--- src/rtl/alu_seq_pkg.sv ---
// Shared definitions for the ALU write-back sequencer: default widths,
// opcode values and the FSM state encoding.
package alu_seq_pkg;

    localparam int DEF_WIDTH  = 32;
    localparam int DEF_AWIDTH = 5;

    localparam logic [2:0] OP_ADD  = 3'b000;
    localparam logic [2:0] OP_SUB  = 3'b001;
    localparam logic [2:0] OP_AND  = 3'b010;
    localparam logic [2:0] OP_OR   = 3'b011;
    localparam logic [2:0] OP_XOR  = 3'b100;
    localparam logic [2:0] OP_SLT  = 3'b101;
    localparam logic [2:0] OP_SLTU = 3'b110;
    localparam logic [2:0] OP_NOP  = 3'b111;

    typedef enum logic [1:0] {
        S_IDLE  = 2'd0,
        S_READ  = 2'd1,
        S_EXEC  = 2'd2,
        S_WRITE = 2'd3
    } state_t;

endpackage

--- src/rtl/seq_alu.sv ---
// Combinational ALU used by the sequencer's EXEC step. Arithmetic wraps
// modulo 2^WIDTH; set-less-than variants return 0 or 1.
module seq_alu
    import alu_seq_pkg::*;
#(
    parameter int WIDTH = DEF_WIDTH
) (
    input  logic [2:0]       op,
    input  logic [WIDTH-1:0] a,
    input  logic [WIDTH-1:0] b,
    output logic [WIDTH-1:0] result
);

    // Select the operation result for the current opcode.
    always_comb begin
        // NOTE: assign a default before the case so every path drives result and no latch is inferred.
        result = '0;
        case (op)
            OP_ADD:  result = a + b;
            OP_SUB:  result = a - b;
            OP_AND:  result = a & b;
            OP_OR:   result = a | b;
            OP_XOR:  result = a ^ b;
            OP_SLT:  result = {{(WIDTH-1){1'b0}}, ($signed(a) < $signed(b))};
            OP_SLTU: result = {{(WIDTH-1){1'b0}}, (a < b)};
            default: result = '0;  // OP_NOP produces nothing and is never written
        endcase
    end

endmodule

--- src/rtl/alu_writeback_sequencer.sv ---
// Four-cycle R-type sequencer: accept -> READ (drive register file read
// ports, capture operands) -> EXEC (compute result) -> WRITE (one-cycle
// write-back strobe and Done pulse) -> IDLE.
module alu_writeback_sequencer
    import alu_seq_pkg::*;
#(
    parameter int WIDTH  = DEF_WIDTH,
    parameter int AWIDTH = DEF_AWIDTH
) (
    input  logic              Clk,
    input  logic              Reset,
    input  logic              InValid,
    output logic              InReady,
    input  logic [2:0]        Op,
    input  logic [AWIDTH-1:0] Rs,
    input  logic [AWIDTH-1:0] Rt,
    input  logic [AWIDTH-1:0] Rd,
    output logic [AWIDTH-1:0] ReadRegister1,
    output logic [AWIDTH-1:0] ReadRegister2,
    input  logic [WIDTH-1:0]  ReadData1,
    input  logic [WIDTH-1:0]  ReadData2,
    output logic [AWIDTH-1:0] WriteRegister,
    output logic [WIDTH-1:0]  WriteData,
    output logic              RegWrite,
    output logic              Done
);

    state_t            state;
    logic [2:0]        op_q;
    logic [AWIDTH-1:0] rs_q;
    logic [AWIDTH-1:0] rt_q;
    logic [AWIDTH-1:0] rd_q;
    logic [WIDTH-1:0]  a_q;
    logic [WIDTH-1:0]  b_q;
    logic [WIDTH-1:0]  result_q;
    logic [WIDTH-1:0]  alu_result;

    seq_alu #(
        .WIDTH (WIDTH)
    ) u_alu (
        .op     (op_q),
        .a      (a_q),
        .b      (b_q),
        .result (alu_result)
    );

    // FSM plus operation, operand and result registers; reset abandons any operation in flight.
    always_ff @(posedge Clk) begin
        // NOTE: sequential state uses non-blocking assignments so every register samples pre-edge values.
        if (Reset) begin
            state    <= S_IDLE;
            op_q     <= '0;
            rs_q     <= '0;
            rt_q     <= '0;
            rd_q     <= '0;
            a_q      <= '0;
            b_q      <= '0;
            result_q <= '0;
        end else begin
            case (state)
                S_IDLE: begin
                    // InReady is exactly "IDLE and not in reset", so InValid alone completes the handshake here.
                    if (InValid) begin
                        op_q  <= Op;
                        rs_q  <= Rs;
                        rt_q  <= Rt;
                        rd_q  <= Rd;
                        state <= S_READ;
                    end
                end
                S_READ: begin
                    a_q   <= ReadData1;
                    b_q   <= ReadData2;
                    state <= S_EXEC;
                end
                S_EXEC: begin
                    result_q <= alu_result;
                    state    <= S_WRITE;
                end
                S_WRITE: begin
                    state <= S_IDLE;
                end
                default: begin
                    state <= S_IDLE;
                end
            endcase
        end
    end

    assign ReadRegister1 = rs_q;
    assign ReadRegister2 = rt_q;
    assign WriteRegister = rd_q;
    assign WriteData     = result_q;

    // Reset gates the handshake and strobes directly so a reset in the WRITE cycle blocks the write.
    assign InReady  = (state == S_IDLE) && !Reset;
    assign Done     = (state == S_WRITE) && !Reset;
    assign RegWrite = (state == S_WRITE) && !Reset && (op_q != OP_NOP) && (rd_q != '0);

endmodule

--- config.mk ---
export PLATFORM = sky130hd
export DESIGN_NAME = alu_writeback_sequencer
export DESIGN_NICKNAME = d
export VERILOG_FILES = /design/src/rtl/alu_seq_pkg.sv /design/src/rtl/seq_alu.sv /design/src/rtl/alu_writeback_sequencer.sv
export SDC_FILE = /design/constraint.sdc
export NUM_CORES = 1
export LEC_CHECK = 0
export BUFFER_PORTS_ARGS = -buffer_cell sky130_fd_sc_hd__buf_2
export CAP_MARGIN = 10
export CORE_MARGIN = 2
export CORE_UTILIZATION = 31
export DETAILED_ROUTE_END_ITERATION = 8
export HOLD_SLACK_MARGIN = 0.05
export PLACE_DENSITY = 0.52
export SYNTH_ARGS = -nofsm -noshare
export SYNTH_HDL_FRONTEND = slang
export SYNTH_SLANG_ARGS = --single-unit
--- constraint.sdc ---
create_clock -name Clk -period 4.1 [get_ports Clk]
set_clock_uncertainty 0.1 [all_clocks]
set_input_delay 0.41 -clock Clk [delete_from_list [all_inputs] [get_ports Clk]]
set_output_delay 0.41 -clock Clk [all_outputs]
set_load 0.05 [all_outputs]
==> impl_metrics.csv <==
group,metric,value,unit
final_layout,fillers,3227,
synthesis,synth_edf_count,0,
route,post-route-drc-count,0,
route,avgRoutedWirePerCell,17.7,um
timing,rsz0062_at_grt,"false",
power_and_ir_drop,peakVddDrop,0.334,mV
global_routing,grt_max_degree,74,
floorplanning,initial_core_util,31.3,%
floorplanning,core_area,30300,sq um
floorplanning,fp.dieW,179,um
timing,worst_slew_pin_slew,1.03,ns
clocking,cts_root_buf,"clkbuf_16",
global_routing,grt_antenna_before_repair,0,
floorplanning,ios,135,
placed_design,hpwl,23.2,mm
timing,final.setup.tns,0,ns
critical_path,cp-end-kind,"flip-flop",
placed_design,placed_cell_area,10600,sq um
timing,drv_slew,0,
synthesis,syn-num-nets,1451,
synthesis,postSynthAreaPerCell,7.55,sq um
synthesis,ys_seq_elements,116,
global_routing,grt_overflow,0,
final_layout,nNetsFinal,1556,
clocking,cts_tree,"built",
critical_path,reg2regPathDepth,12,
clocking,clock-sinks,116,
critical_path,critPathMaxFanout,4,
route,ant_nets,0,
route,viasPerCell,5.28,
route,drt_wl_total,31.3,mm
global_routing,grt_util_all_layers,19.7,%
global_routing,grt_pass1_wl,48.9,mm
critical_path,worstReg2RegEnd,"WriteData[30]",
final_layout,drive_gt1_share,16.0,%
final_layout,final_area,11200,sq um
hold_path,hp-class,"in -> reg",
power_and_ir_drop,p_per_area,683,nW/um^2
timing,fin_crit,3.85,ns
route,drt_first_iter_violations,679,
synthesis,ys_seq_area_share,24.4,%
route,vias,9364,
final_layout,antennaDiodeCount,0,
flow_run,maxCapViolations,0,
clocking,cts.clk_slew.worst_paths,0.07,ns
synthesis,ys_warn_count,0,
placed_design,io_buffers,134,
route,drtPass1Iterations,5,
critical_path,cp.required,4.33,ns
clocking,htreeDepth,4,
synthesis,synth_cells,1259,
synthesis,yosysUniqueCellTypes,76,
hold_path,min_to,"ReadRegister2[3]",
floorplanning,row_count,64,
critical_path,worstPathArrival,4.08,ns
hold_path,min_from,"Rt[3]",
critical_path,reg2reg_from,"a_q[0]",
placed_design,routabilityCongestion,0.878,
clocking,cts_made_buffers,17,
critical_path,cp-start-kind,"flip-flop",
status,outcome,"complete, no violations",
synthesis,synthFlopType,"dfxtp_1",
synthesis,syn_area,9500,sq um
timing,period_share,93.9,%
clocking,cts_buffer_depth,2,
power_and_ir_drop,fin_total_pwr,7.66,mW
clocking,clk_latency,0.44,ns
synthesis,async_flop_share,0,%
timing,relSlewSlack,31.6,%
floorplanning,die_area,32100,sq um
power_and_ir_drop,cellLeakagePower,4.67,nW
timing,timing.fmax,0.260,GHz
critical_path,critPathKind,"reg -> reg",
timing,hold_viol,0,
hold_path,hold_depth,3,
timing,setup_viol,0,
final_layout,syn2layout_area_growth,18.1,%
floorplanning,die_y,179,um
global_routing,grt_pass1_vias,8746,
critical_path,rrSetupSlack,0.25,ns
==> worst max-delay path by stage <==
| stage | startpoint | end | slack (ns) | depth (start not counted) |
|---|---|---|---|---|
| after floorplan | a_q[0] | WriteData[30] | 0.42 | 12 |
| after global placement | a_q[0] | WriteData[30] | 0.17 | 12 |
| after detailed placement | a_q[0] | WriteData[30] | 0.11 | 12 |
| after CTS | a_q[0] | WriteData[30] | 0.10 | 12 |
| after global routing | a_q[0] | WriteData[30] | 0.04 | 12 |
| final | a_q[0] | WriteData[30] | 0.25 | 12 |
==> sequential cells by signal, indices dropped and copies added, names as in the netlist <==
name / count
WriteData: 32
a_q: 32
b_q: 32
ReadRegister1: 5
ReadRegister2: 5
WriteRegister: 5
op_q: 3
state: 2
==> report_power, final <==
| group | total (mW) | internal, mW | switching, mW |
|---|---|---|---|
| combinational | 4.53 | 1.69 | 2.84 |
| clock | 1.55 | 0.949 | 0.604 |
| sequential | 1.57 | 1.37 | 0.209 |
| total | 7.66 | 4.01 | 3.65 |
==> metal layers <==
metal  track usage [%]  vias up  share of wire [%]
met5                 0        -                  0
met3              3.29       34                4.8
met2              32.3      246                 47
li1                  -     4650                  -
met4              6.10        0                1.6
met1              26.3     4434                 47
==> critical path: stages, from the launching register on <==
cell	delay [ns]
dfxtp_1	0.35
inv_1	0.07
ha_1	0.22
fa_1	0.40
o21ba_1	0.21
or4_4	0.42
a311o_1	0.41
a211oi_4	0.28
o221ai_2	0.20
a2111oi_4	0.37
o21ai_2	0.12
and4_4	0.20
o41a_1	0.39
==> placed cells by master (no fill, tap or decap), types with 5 or more instances in the layout <==
master / count
nand2_1: 113
o21a_1: 6
o21bai_1: 15
a211oi_1: 23
a211o_1: 5
o31ai_1: 8
inv_1: 106
dfxtp_1: 115
clkbuf_16: 17
nor3_1: 32
buf_2: 133
o221ai_1: 9
o211ai_1: 18
mux2i_1: 71
buf_4: 34
a311oi_1: 5
clkinv_2: 5
a31oi_1: 9
a21boi_0: 5
nor2_1: 153
o21ai_0: 62
o311ai_0: 5
nor2b_1: 18
a21oi_1: 109
or3_1: 8
xnor2_1: 13
a2111oi_0: 6
nand2b_1: 9
ha_1: 104
or2_2: 6
o22ai_1: 6
and2_1: 5
nor4_1: 8
a21o_1: 13
or4_1: 7
and3_1: 6
a221oi_1: 8
nand3_1: 19
==> logic make-up after synthesis <==
kind of cell               Yosys count  share of synthesized area, %
and+or+nand+nor                    394                          18.5
AOI/OAI and AO/OA                  364                          25.8
DFF                                116                          24.4
buffers and inverters              188                          7.50
xor gates and xnor gates            16                          1.47
adders and majority gates          107                          14.2
muxes                               74                          7.95
==> timing repair <==
action	in CTS	in global routing
endpoints found under the setup margin	0	2
setup buffers	0	1
hold buffers	0	0
resized for setup	0	1
==> Yosys cell counts, drive strengths merged (6+ instances only) <==
| library cell | instances | area, sq um |
|---|---|---|
| inv | 106 | 398 |
| o31ai | 8 | 60.1 |
| a21boi | 6 | 45.1 |
| a221oi | 8 | 70.1 |
| mux2i | 71 | 711 |
| a2111oi | 7 | 80.1 |
| buf | 7 | 33.8 |
| a21o | 13 | 97.6 |
| xnor2 | 13 | 114 |
| nor2b | 18 | 113 |
| clkbuf | 74 | 278 |
| ha | 105 | 1310 |
| nand2 | 113 | 424 |
| a31oi | 9 | 56.3 |
| a21oi | 109 | 546 |
| o21ai | 65 | 329 |
| o221ai | 10 | 93.8 |
| o211ai | 18 | 135 |
| o21a | 6 | 45.0 |
| a211oi | 24 | 185 |
| nor3 | 32 | 160 |
| nor2 | 153 | 574 |
| nand2b | 9 | 56.3 |
| and3 | 6 | 37.5 |
| or3 | 8 | 50.1 |
| o22ai | 6 | 37.5 |
| o21bai | 15 | 113 |
| or4 | 8 | 63.8 |
| dfxtp | 116 | 2320 |
| nor4 | 8 | 50.1 |
| nand3 | 19 | 95.1 |
| or2 | 6 | 37.5 |
==> stage by stage <==
stage / setup slack (ns) / hold slack [ns] / utilization, % / cells
after floorplan: 0.422 / 0.388 / - / 1259
after global placement: 0.169 / 0.333 / 35.0 / 1740
after detailed placement: 0.106 / 0.343 / 35.0 / 1740
after CTS: 0.101 / 0.0870 / 36.9 / 1772
after global routing: 0.0395 / 0.0945 / 37.0 / 1773
final: 0.250 / 0.0990 / 37.0 / 1773
==> area by class of cell <==
class | instances | area [sq um] | area share [%]
Inverter | 107 | 402 | 3.58
Timing Repair Buffer | 167 | 921 | 8.21
Clock buffer | 18 | 429 | 3.82
Multi-Input combinational cell | 955 | 6490 | 57.8
Sequential cell | 116 | 2320 | 20.7
Clock inverter | 14 | 163 | 1.45
Tap cell | 396 | 495 | 4.42
Power figures use the tool's default switching activity.
